--- src/rtl/sipo_load_controller_pkg.sv ---
// Shared state encoding and default parameters for the SIPO load sequencer.
package sipo_load_controller_pkg;

  typedef enum logic [1:0] {
    ST_IDLE = 2'd0,
    ST_LOAD = 2'd1,
    ST_FULL = 2'd2
  } state_e;

  localparam int DEF_SIZE    = 256;
  localparam int DEF_TIMEOUT = 1024;

endpackage

--- src/rtl/sipo_load_controller_sat_up_counter.sv ---
// Saturating up-counter with synchronous clear (priority) and enable.
module sat_up_counter
  import sipo_load_controller_pkg::*;
#(
  parameter int W = 8
) (
  input  logic         i_clk,
  input  logic         i_rst,
  input  logic         i_clr,
  input  logic         i_en,
  output logic [W-1:0] o_q
);

  logic [W-1:0] r_q;

  always_ff @(posedge i_clk or posedge i_rst) begin
    if (i_rst)                     r_q <= '0;
    else if (i_clr)                r_q <= '0;
    else if (i_en && (r_q != '1))  r_q <= r_q + 1'b1;
  end

  assign o_q = r_q;

endmodule

--- src/rtl/sipo_load_controller.sv ---
// Sequencer for sipo_shift_register: counts SIZE serial bits, then holds the word for a consumer.
// Optional idle watchdog in LOAD enabled by defining SIPO_CTRL_TIMEOUT_EN.
module sipo_load_controller
  import sipo_load_controller_pkg::*;
#(
  parameter int SIZE    = DEF_SIZE,
  parameter int CNT_W   = $clog2(SIZE),
  parameter int TIMEOUT = DEF_TIMEOUT
) (
  input  logic             i_clk,
  input  logic             i_reset,
  input  logic             i_start,
  input  logic             i_abort,
  input  logic             i_s_valid,
  output logic             o_s_ready,
  output logic             o_shift,
  output logic             o_word_valid,
  input  logic             i_word_ready,
  output logic [CNT_W-1:0] o_bit_count,
  output logic             o_busy,
  output logic             o_timeout_err
);

  state_e r_state, w_next;
  logic   w_accept, w_last, w_cnt_clr, w_cnt_en, w_tmo;

  assign w_accept = (r_state == ST_LOAD) & i_s_valid & ~i_abort;
  assign w_last   = (o_bit_count == CNT_W'(SIZE - 1));

  sat_up_counter #(.W(CNT_W)) u_bit_cnt (
    .i_clk (i_clk),
    .i_rst (i_reset),
    .i_clr (w_cnt_clr),
    .i_en  (w_cnt_en),
    .o_q   (o_bit_count)
  );

`ifdef SIPO_CTRL_TIMEOUT_EN
  localparam int WD_W = (TIMEOUT > 1) ? $clog2(TIMEOUT) : 1;

  logic [WD_W-1:0] w_wd;
  logic            r_timeout_err;

  // Cleared outside LOAD so every entry into LOAD starts from zero.
  sat_up_counter #(.W(WD_W)) u_wd_cnt (
    .i_clk (i_clk),
    .i_rst (i_reset),
    .i_clr ((r_state != ST_LOAD) | w_accept),
    .i_en  (1'b1),
    .o_q   (w_wd)
  );

  assign w_tmo = (r_state == ST_LOAD) & ~i_abort & ~w_accept &
                 (w_wd == WD_W'(TIMEOUT - 1));

  always_ff @(posedge i_clk or posedge i_reset) begin
    if (i_reset) r_timeout_err <= 1'b0;
    else         r_timeout_err <= w_tmo;
  end

  assign o_timeout_err = r_timeout_err;
`else
  logic w_unused_timeout;
  assign w_unused_timeout = (TIMEOUT != 0);
  assign w_tmo            = 1'b0;
  assign o_timeout_err    = 1'b0;
`endif

  always_ff @(posedge i_clk or posedge i_reset) begin
    if (i_reset) r_state <= ST_IDLE;
    else         r_state <= w_next;
  end

  always_comb begin
    w_next    = r_state;
    w_cnt_clr = 1'b0;
    w_cnt_en  = 1'b0;
    case (r_state)
      ST_IDLE: begin
        if (i_start) begin
          w_next    = ST_LOAD;
          w_cnt_clr = 1'b1;
        end
      end
      ST_LOAD: begin
        // abort wins over a simultaneous last bit and over the watchdog
        if (i_abort || w_tmo) begin
          w_next    = ST_IDLE;
          w_cnt_clr = 1'b1;
        end else if (w_accept) begin
          if (w_last) begin
            w_next    = ST_FULL;
            w_cnt_clr = 1'b1;
          end else begin
            w_cnt_en  = 1'b1;
          end
        end
      end
      ST_FULL: begin
        if (i_word_ready) w_next = ST_IDLE;
      end
      default: w_next = ST_IDLE;
    endcase
  end

  assign o_s_ready    = (r_state == ST_LOAD);
  assign o_shift      = w_accept;
  assign o_word_valid = (r_state == ST_FULL);
  assign o_busy       = (r_state != ST_IDLE);

endmodule
--- config.mk ---
export PLATFORM = sky130hd
export DESIGN_NAME = sipo_load_controller
export DESIGN_NICKNAME = d
export VERILOG_FILES = /design/src/rtl/sipo_load_controller_pkg.sv /design/src/rtl/sipo_load_controller_sat_up_counter.sv /design/src/rtl/sipo_load_controller.sv
export SDC_FILE = /design/constraint.sdc
export NUM_CORES = 1
export LEC_CHECK = 0
export CAP_MARGIN = 20
export CORE_MARGIN = 2
export CORE_UTILIZATION = 40
export CTS_CLUSTER_DIAMETER = 150
export DETAILED_ROUTE_END_ITERATION = 10
export PLACE_DENSITY_LB_ADDON = 0.12
export SLEW_MARGIN = 40
export SYNTH_ARGS = -nofsm -noshare
export SYNTH_HDL_FRONTEND = slang
export SYNTH_HIERARCHICAL = 1
export SYNTH_SLANG_ARGS = --single-unit
--- constraint.sdc ---
create_clock -name i_clk -period 2.3 [get_ports i_clk]
set_clock_uncertainty 0.05 [all_clocks]
set_input_delay 0.345 -clock i_clk [delete_from_list [all_inputs] [get_ports i_clk]]
set_output_delay 0.345 -clock i_clk [all_outputs]
set_load 0.005 [all_outputs]
After elaboration in Yosys (flattened, before gate mapping)

Index checks and enable logic that the tools add are counted.

Bitwise logic cells: 3
Multiplexer cells: 17
Add/sub/neg operators: 1
Reductions and logical operators: 5
Equal/unequal tests: 8

Operators by type and width:

| operator              | count |
|---|---|
| $mux W8               | 2 |
| $mux W2               | 5 |
| $add A8 B1 Y8 const B | 1 |
| $eq A8 B8 Y1 const B  | 1 |
| $mux W1               | 8 |
| $ne A8 B8 Y1 const B  | 1 |
| $ne A3 B2 Y1 const B  | 2 |
| $pmux W2 S3           | 1 |
| $reduce_and A4 Y1     | 1 |
| $reduce_bool A2 Y1    | 2 |
| $and A1 B1 Y1         | 2 |
| $eq A2 B1 Y1 const B  | 1 |
| $eq A2 B2 Y1 const B  | 1 |
| $logic_not A2 Y1      | 1 |
| $ne A2 B1 Y1 const B  | 1 |
| $ne A2 B2 Y1 const B  | 1 |
| $pmux W1 S2           | 1 |
| $logic_and A1 B1 Y1   | 1 |
| $not A1 Y1            | 1 |

Logic and storage cells: 36
Register bits after elaboration: 10
Bits of input ports: 6

Depth between registers and ports, before layout

Depth after elaboration: 9
Mapped depth: 7
Mapped depth without buffers: 6

By module

The synthesis kept the hierarchy.

Modules (own cells, without submodules):

| module               | cells each | times used | area each (um^2) |
|---|---|---|---|
| sat_up_counter       | 49         | 1          | 504.2 |
| sipo_load_controller | 25         | 1          | 201.4 |

Worst setup path after synthesis

OpenSTA, ideal clock, no wires.

Path type: in2reg
From: in i_abort
To: reg u_bit_cnt.r_q[5] (netlist: u_bit_cnt/o_q[5])
Slack: 0.483 ns
Data arrival time: 1.642 ns
Path buffers: 0
Data required time: 2.125 ns
Stages on the path: 6
Cell sequence: and2b_4 -> nand3b_4 -> nor2_1 -> nand4_1 -> a211oi_2 -> mux2_4

Longest elaborated chain between the ends: 7

Ends and longest elaborated chain:

| what                                  | RTL line                                  | RTL |
|---|---|---|
| start, declared                       | sipo_load_controller.sv:13                | `input logic i_abort,` |
| $not A1 Y1                            | sipo_load_controller.sv:27                | `assign w_accept = (r_state == ST_LOAD) & i_s_valid & ~i_abort;` |
| $and A1 B1 Y1                         | sipo_load_controller.sv:27                |  |
| $mux W1                               | sipo_load_controller.sv:90                | `end else if (w_accept) begin` |
| $mux W1 *                             | sipo_load_controller.sv:87                | `if (i_abort \|\| w_tmo) begin` |
| $mux W1 *                             | sipo_load_controller.sv:78                | `case (r_state)` |
| named net w_cnt_en                    | sipo_load_controller.sv:25                | `logic w_accept, w_last, w_cnt_clr, w_cnt_en, w_tmo;` |
| $logic_and A1 B1 Y1 *                 | sipo_load_controller_sat_up_counter.sv:19 | `else if (i_en && (r_q != '1)) r_q <= r_q + 1'b1;` |
| $reduce_bool A2 Y1 (no source line) * | n/a                                       |  |
| end signal, assigned                  | sipo_load_controller_sat_up_counter.sv:19 |  |
| end, declared                         | sipo_load_controller_sat_up_counter.sv:14 | `logic [W-1:0] r_q;` |

The timed path passes the listed nets; every way through them passes the cells marked *.
A chain may end at the register's enable or synchronous reset.

Final worst setup path

From: in i_abort
To: out o_shift

Longest elaborated chain between the ends: 2

Ends and longest elaborated chain:

| what          | RTL line                   | RTL |
|---|---|---|
| $not A1 Y1    | sipo_load_controller.sv:27 |  |
| $and A1 B1 Y1 | sipo_load_controller.sv:27 |  |
| end, declared | sipo_load_controller.sv:16 | `output logic o_shift,` |

Every way passes these cells.

==> results.md <==
- Yosys top cell by area: dfrtp_1
- Final Instance Area: 912 sq um
- Syn nets: slightly above 80
- Tmin final: 2.04 ns
- Power share of the sequential group: 48.2%
- Final hold violations: 0
- YS warnings: 6
- Clk network pwr share: 30.3%
- Cell with the most instances on the worst path: clkdlybuf4s50_1
- Top area cells in the synthesized netlist: dfrtp_1 35%, mux2_4 8.5%, nor2_1 4.3%
- Status: completed
- Setup CP Type: primary input to output port
- Max-cap violations: 0
- CTS tree: built
- Share of cells above drive strength 1: 18.3%
- DRC viols: 0
- Die area: 2120 sq um
- I/O Buffers: 17
- Sequential-to-total area share from yosys stat: 35.5%
- Area Overhead vs Synth: 29.3%
- Worst-Skew Late Latency: 0.26 ns
- Postcts setup bufs: 0
- Die Wd: 46 um
- Total power: 386 uW
- Drt wl/cell: 14.0 um
- Final nets: ~100
- # IOs: 19
- Mapped cell area: 706 sq um
- Buf/Inv on CP: 3
- Worst EP required: around 1.9 ns
- GP Congestion: about 0.80
- Initial antenna violation count: 0
- Setup TNS Final: 0 ns
- Hold-fix buffer count after cts: 0
- Power Density: 423 nW/um^2
- Top-area cell type share of the netlist area: 35.5%
- Sw frac: 26.1%
- Post-synth EDFFs: 0
- DR vias: ~600
- Vias in the first global route: 562
- Fin. max-slew vios: 0
- Lkg Pwr: approximately 0.43 nW
- Slowest-stage cell, CP: clkdlybuf4s50_1
- #FFs+latches synth: 10
- Peak Freq: 490 MHz
- Post-synth top flop: dfrtp_1
- Crit-path max cell delay: 0.49 ns
- Final HPWL DP: 1190 um
- Worst EP arrival: around 1.7 ns
- Initial Utilization: 41.8%
- Drt total wl: 1540 um
- Syn_area_per_cell: 9.54 sq um
- Post-CTS Resized: 0
- RSZ-0062 raised after global routing: false
- Vias per cell: 5.44
- Die H: 46 um
- Post-synthesis cell type count: 34
- Fill count: about 170
- CP delay by family, top: buffers and inverters
- CORE AREA: between 1500 and 2000 sq um
- Total CTS buffers: 3
- Crit-path cells: clkdlybuf4s50_1 > and2b_4 > nand3b_4 > inv_1 > clkdlybuf4s50_1
- Grt ovf: 0
- Net Switching: 101 uW
- Max clock buf depth: 2
- Tot GR Track Use: between 15 and 20%
- Htree depth: 1
- First-pass GRT wire length: ~2500 um
- Comb pwr share: between 20% and 30%
- Crit end category: output port
- Largest net degree at the start of global routing: 11
- Post-layout util: 54.0%
- Final ANT Viol Nets: 0
- Diodes inserted: 0
- Fin crit share: 88.7%
- DR pass1 iterations: 4
- Iteration-0 DRC Markers: 4
- HP Class: primary input to asynchronous set/reset pin
- Count of final setup violators: 0
- Clock-pin slew on the worst setup and hold paths: approximately 0.06 ns
- Placed Area: just under 900 sq um
- Core Rows: 15
- Synth Instances: 74
- Cell Int Power: about 290 uW
- Async SR Flop Fraction: between 90% and 100%
- Clk sink count: 10
- Root Buffer: clkbuf_4
- Crit-path max FO: 3
- Startpoint Class: primary input
- Maximum VDD drop: 0.000274 V
registers in the layout (all words and copies together), names as in the netlist:
name           flops
r_state            2
u_bit_cnt/o_q      8
placed cells by master (no fill, tap or decap), types with 3 or more instances in the layout:
cell,instances
mux2_4,4
a21oi_1,3
inv_1,7
nand2_1,6
clkbuf_4,3
clkdlybuf4s50_1,17
nor2_1,8
nor2b_1,4
nand4_1,3
dfrtp_1,10
through the flow:
| stage | hold WS (ns) | std cells | setup slack (ns) |
|---|---|---|---|
| floorplan | 0.0362 | 74 | 0.483 |
| global placement | 0.481 | 107 | 0.113 |
| detailed placement | 0.489 | 107 | 0.0730 |
| CTS | 0.206 | 110 | 0.250 |
| global route | 0.207 | 110 | 0.200 |
| finish | 0.214 | 110 | 0.260 |
synth_stat cells (2+ instances only):
cell type and count:
dfrtp_1 10, nor2_1 8, inv_1 7, nand2_1 6
mux2_4 4, nor2b_1 4, a21oi_1 3, nand4_1 3
a21oi_2 2, nand3_1 2, nor3_1 2
worst paths after layout:
check                                  from  depth (start not counted)                to  slack, ns
hold / removal                      i_reset                          2        r_state[0]       0.21
setup reg to reg           u_bit_cnt/o_q[2]                          6  u_bit_cnt/o_q[5]       0.42
setup / recovery                    i_abort                          5           o_shift       0.26
max in group asynchronous           i_reset                          2  u_bit_cnt/o_q[0]       1.62
hold reg to reg                  r_state[1]                          1        r_state[0]       0.50
min in group i_clk               r_state[1]                          1        r_state[0]       0.50
power by group through the flow:
| stage | clock, mW | sequential [mW] | combinational [mW] |
|---|---|---|---|
| 6_report | 0.117 | 0.186 | 0.0832 |
| 5_1_grt | 0.137 | 0.187 | 0.0914 |
| 4_1_cts | 0.126 | 0.186 | 0.0842 |
| 3_5_place_dp | 0 | 0.189 | 0.0838 |
| 3_3_place_gp | 0 | 0.189 | 0.0832 |
| 2_1_floorplan | 0 | 0.188 | 0.0464 |
routing by layer:
layer,GRT usage (%),up-vias,wire [um]
li1,-,296,-
met3,7.54,3,70
met5,0,-,0
met4,5.14,0,10
met1,21.2,286,708
met2,26.1,13,746
kinds of logic (layout without fill, tap and decap cells):
group                      Yosys count  after routing  synth area share (%)
adders and majority gates            1              1                  1.77
DFF                                 10             10                  35.5
other                                1              1                 0.531
muxes                                5              5                  9.93
AOI/OAI and AO/OA                   13             13                  16.7
and+or+nand+nor                     34             34                  28.7
buffers and inverters               10             29                  6.92
area by class of cell:
| type | instances | area (sq um) | share of cell area, % |
|---|---|---|---|
| Clock buffer | 3 | 22.5 | 2.47 |
| Tap cell | 17 | 21.3 | 2.33 |
| Timing Repair Buffer | 19 | 185 | 20.3 |
| Multi-Input combinational cell | 54 | 407 | 44.6 |
| Inverter | 7 | 26.3 | 2.88 |
| Sequential cell | 10 | 250 | 27.4 |
(Power assumes the default switching activity.)
